File: config.mk
export PLATFORM = sky130hd
export DESIGN_NAME = reg_readout8
export DESIGN_NICKNAME = d
export VERILOG_FILES = /design/src/rtl/reg_readout8_pkg.sv /design/src/rtl/reg_readout8_settle_counter.sv /design/src/rtl/reg_readout8.sv
export SDC_FILE = /design/constraint.sdc
export NUM_CORES = 1
export LEC_CHECK = 0
export BUFFER_PORTS_ARGS = -buffer_cell sky130_fd_sc_hd__buf_2
export CORE_MARGIN = 2
export CORE_UTILIZATION = 45
export CTS_CLUSTER_DIAMETER = 60
export DETAILED_ROUTE_END_ITERATION = 16
export HOLD_SLACK_MARGIN = 0.12
export PLACE_DENSITY_LB_ADDON = 0.1
export SLEW_MARGIN = 40
export SYNTH_ARGS = -nofsm -noshare
export SYNTH_HDL_FRONTEND = slang
export SYNTH_SLANG_ARGS = --single-unit
File: constraint.sdc
create_clock -name clk -period 5.3 [get_ports clk]
set_clock_uncertainty 0.2 [all_clocks]
set_input_delay 0.53 -clock clk [delete_from_list [all_inputs] [get_ports clk]]
set_output_delay 0.53 -clock clk [all_outputs]
set_load 0.005 [all_outputs]
File: src/rtl/reg_readout8_pkg.sv
// Shared types and constants for the reg_readout8 serialised register readout block.
package reg_readout8_pkg;

  localparam int unsigned DATA_W = 8;
  // Settle counter width; covers DELAYTIME 0..15.
  localparam int unsigned CNT_W  = 4;
  localparam int unsigned IDX_W  = 3;

  typedef enum logic [1:0] {
    IDLE  = 2'd0,
    SHIFT = 2'd1,
    VALID = 2'd2
  } state_e;

endpackage

File: src/rtl/reg_readout8_settle_counter.sv
// Settle counter: synchronous clear has priority over enable; tc_o flags cnt == Limit.
module settle_counter
  import reg_readout8_pkg::*;
#(
  parameter logic [CNT_W-1:0] Limit = '0
) (
  input  logic clk_i,
  input  logic rst_ni,
  input  logic clr_i,
  input  logic en_i,
  output logic tc_o
);

  logic [CNT_W-1:0] cnt_q, cnt_d;

  // Next count: clear wins, otherwise count up while enabled.
  always_comb begin
    cnt_d = cnt_q;
    if (clr_i) begin
      cnt_d = '0;
    end else if (en_i) begin
      cnt_d = cnt_q + CNT_W'(1);
    end
  end

  // Count register.
  always_ff @(posedge clk_i or negedge rst_ni) begin
    if (!rst_ni) begin
      cnt_q <= '0;
    end else begin
      cnt_q <= cnt_d;
    end
  end

  assign tc_o = (cnt_q == Limit);

endmodule

File: src/rtl/reg_readout8.sv
// reg_readout8: captures a register byte on EO and drives it onto a bus one bit at a time,
// LSB first, with DELAYTIME settle cycles before each bit. Holds the byte with bus_valid
// until bus_ready. Optional parity output when READOUT_PARITY_EN is defined.
module reg_readout8
  import reg_readout8_pkg::*;
#(
  parameter int unsigned DELAYTIME = 5
) (
  input  logic              clk,
  input  logic              rst_n,
  input  logic [DATA_W-1:0] reg_data,
  input  logic              EO,
  input  logic              bus_ready,
  output logic [DATA_W-1:0] bus_out,
  output logic              bus_oe,
  output logic              bus_valid,
  output logic              busy
`ifdef READOUT_PARITY_EN
  ,
  output logic              parity_out
`endif
);

  localparam logic [CNT_W-1:0] SettleLimit = CNT_W'(DELAYTIME);

  state_e            state_q, state_d;
  logic [DATA_W-1:0] shadow_q, shadow_d;
  logic [DATA_W-1:0] bus_out_q, bus_out_d;
  logic [IDX_W-1:0]  idx_q, idx_d;
  logic              cnt_clr, cnt_en, cnt_tc;

  settle_counter #(
    .Limit(SettleLimit)
  ) u_settle (
    .clk_i (clk),
    .rst_ni(rst_n),
    .clr_i (cnt_clr),
    .en_i  (cnt_en),
    .tc_o  (cnt_tc)
  );

  // Next-state and datapath: capture in IDLE, one bit per settle period in SHIFT.
  always_comb begin
    state_d   = state_q;
    shadow_d  = shadow_q;
    bus_out_d = bus_out_q;
    idx_d     = idx_q;
    cnt_clr   = 1'b0;
    cnt_en    = 1'b0;
    unique case (state_q)
      IDLE: begin
        if (EO) begin
          shadow_d  = reg_data;
          bus_out_d = '0;
          idx_d     = '0;
          cnt_clr   = 1'b1;
          state_d   = SHIFT;
        end
      end
      SHIFT: begin
        cnt_en = 1'b1;
        if (cnt_tc) begin
          bus_out_d[idx_q] = shadow_q[idx_q];
          cnt_clr          = 1'b1;
          idx_d            = idx_q + IDX_W'(1);
          if (idx_q == IDX_W'(DATA_W - 1)) begin
            state_d = VALID;
          end
        end
      end
      VALID: begin
        // EO is deliberately not looked at here, even on the releasing edge.
        if (bus_ready) begin
          state_d = IDLE;
        end
      end
      default: begin
        state_d = IDLE;
      end
    endcase
  end

  // State and datapath registers.
  always_ff @(posedge clk or negedge rst_n) begin
    if (!rst_n) begin
      state_q   <= IDLE;
      shadow_q  <= '0;
      bus_out_q <= '0;
      idx_q     <= '0;
    end else begin
      state_q   <= state_d;
      shadow_q  <= shadow_d;
      bus_out_q <= bus_out_d;
      idx_q     <= idx_d;
    end
  end

  assign bus_out   = bus_out_q;
  assign busy      = (state_q != IDLE);
  assign bus_oe    = busy;
  assign bus_valid = (state_q == VALID);

`ifdef READOUT_PARITY_EN
  assign parity_out = bus_valid & (^shadow_q);
`endif

endmodule

==> metrics.cfg <==
[route]
drtIter0Drc=22
dr.pass1.iters=4
viasPerCell=5.33
drt-total-wl_mm=2.43
ant_nets=0
vias=975
drc_errors=0
wl_per_cell_um=13.3

[global_routing]
grtUsageTotal=0.173
grt_max_degree=26
grt_pass1_wl_mm=4.28
antenna_found_initial=0
grt_pass1_vias=938
grt_overflow=0

[synthesis]
ys_seq_area_frac=0.498
syn_area_mm2=0.00126
syn_nets=149
syn_inst=133
ys_warn_count=0
yosysUniqueCellTypes=32
ys_ff_latch=25
syn_area_per_cell_um2=9.45

[worst_setup_path]
worstPathRequired_ps=5310
worst-path-max-fanout=16
crit_path_end_kind=flop
crit_type=reg2reg
start_kind=flop
worstPathArrival_ps=2140

[floorplan]
die_x_um=56.8
core_area_mm2=0.00271
die_area_mm2=0.00323
rows=19
io_pins=23
fp.dieH_um=56.8
start_util=0.464

[placed_design]
io_buffers=22
hpwl_mm=1.73
dp.cells=178
place_congestion=0.787
placed_area_mm2=0.00137

[hold_path]
min_path_type=in2reg

[final_layout]
multi_input_area_um2=569
fillers=262
finalNonFillerCells=183
seq_area_um2=626
drive_gt1_frac=0.204
area_growth_pct=11.7
diodes=0
fin_area_mm2=0.00140
final_net_count=169

[pwr]
finalPower_w=0.000740
leakage_nw=0.685
powerDensity_mw_per_mm2=528
max-vdd-ir-drop_mv=0.276

[cts]
cts.sinks=25
cts.path.max_buffers=2
cts_buffers=3
insertion_delay_ps=320
path_clk_slew_ps=140
post_cts_buffers=0
tritoncts=built
cts_root_buf=clkbuf_4
htree_levels=1

[timing]
timing_hold_violations_final=0
max_freq_ghz=0.468
setup_tns_ps=0
grt_setup_unrepaired=no
maxSlewViolCount=0
worst_slew_pin_slew_ps=717
min_period_ps=2140
min_period_over_period=0.403
finalSetupViolCount=0
max-slew-margin-rel=0.522

[status]
status=finished clean

[job]
cap_viol_max_count=0

==> registers in the layout (all words and copies together), names as in the netlist <==
name            flops
bus_out             8
shadow_q            8
u_settle.cnt_q      4
idx_q               3
state_q             2
==> final cells by class <==
| type | instances | share of cell area |
|---|---|---|
| Timing Repair Buffer | 24 | 0.0910 |
| Tap cell | 31 | 0.0277 |
| Multi-Input combinational cell | 95 | 0.406 |
| Clock buffer | 4 | 0.0187 |
| Sequential cell | 25 | 0.446 |
| Inverter | 4 | 0.0107 |
==> logic make-up after synthesis <==
logic type / synth area share
muxes: 0.0598
buffers and inverters: 0.0488
DFF: 0.498
and+or+nand+nor: 0.197
adders and majority gates: 0.0398
xor gates and xnor gates: 0.0139
AOI/OAI and AO/OA: 0.142
==> worst max-delay path, cell delays in order (launching register included) <==
cell,delay (ps)
dfrtp_1,730
mux2_1,390
mux4_2,490
nand2_2,130
o31ai_1,80
==> cells in the mapped netlist <==
cell | count | area, um2
nand2_2 | 1 | 6.26
o21ai_1 | 7 | 35.0
a21oi_1 | 1 | 5.00
ha_1 | 4 | 50.1
nand2b_1 | 4 | 25.0
nand3_1 | 1 | 5.00
nor2_1 | 3 | 11.3
nand4_1 | 1 | 6.26
clkinv_1 | 1 | 3.75
mux2_1 | 2 | 22.5
nor3b_1 | 1 | 7.51
nor3_1 | 4 | 20.0
buf_6 | 1 | 11.3
buf_4 | 1 | 7.51
nand2_1 | 34 | 128
clkbuf_1 | 6 | 22.5
o21a_1 | 3 | 22.5
o32ai_1 | 1 | 8.76
mux2_4 | 2 | 30.0
mux4_2 | 1 | 22.5
a31oi_1 | 4 | 25.0
a21o_1 | 1 | 7.51
nand3b_1 | 1 | 7.51
nand3_2 | 1 | 10.0
o31ai_1 | 4 | 30.0
o21ai_0 | 9 | 45.0
xor2_1 | 2 | 17.5
nor2b_1 | 2 | 12.5
inv_1 | 3 | 11.3
dfrtp_1 | 25 | 626
and3b_1 | 1 | 8.76
buf_2 | 1 | 5.00
==> stage by stage <==
step / hold slack, ps / setup slack, ps / utilization
2_1_floorplan: 34.4 / 3520 / -
3_3_place_gp: 256 / 3180 / 0.504
3_5_place_dp: 267 / 3180 / 0.504
4_1_cts: 190 / 3150 / 0.518
5_1_grt: 189 / 2960 / 0.518
6_report: 190 / 3160 / 0.518
==> worst paths after layout <==
check                             from     endpoint  slack, ps  cells after the start
max reg2reg                   idx_q[0]   bus_out[0]       3160                      4
min in group asynchronous        rst_n   bus_out[1]        520                      2
min                        reg_data[3]  shadow_q[3]        190                      3
min reg2reg                shadow_q[1]  shadow_q[1]        290                      2
max                           idx_q[0]   bus_out[0]       3160                      4
max in group asynchronous        rst_n  shadow_q[0]       4010                      2
==> what timing repair did <==
item | CTS | global route
resized for setup | 0 | 0
hold endpoints to repair | 25 | 0
hold buffers | 1 | 0
==> per-layer routing <==
metal	vias up	part of all wire	global-route usage
met2	22	0.46	0.276
met5	-	0	0
met1	456	0.49	0.229
met4	0	0.018	0.0831
li1	493	-	-
met3	4	0.041	0.0276
==> placed cells by master (no fill, tap or decap), drive strengths merged, types with 3 or more instances in the layout <==
master / n
nand2: 35
dfrtp: 25
buf: 23
o21ai: 16
nand2b: 4
nor3: 4
a31oi: 4
o31ai: 4
ha: 4
clkbuf: 4
mux2: 4
nor2: 3
inv: 3
o21a: 3
==> power by group <==
group / switching [W] / internal (W) / total [W]
registers: 0.0000753 / 0.000269 / 0.000344
clock network: 0.0000561 / 0.0000294 / 0.0000855
logic: 0.000161 / 0.000150 / 0.000311
total: 0.000293 / 0.000448 / 0.000740
Power figures use the tool's default switching activity.
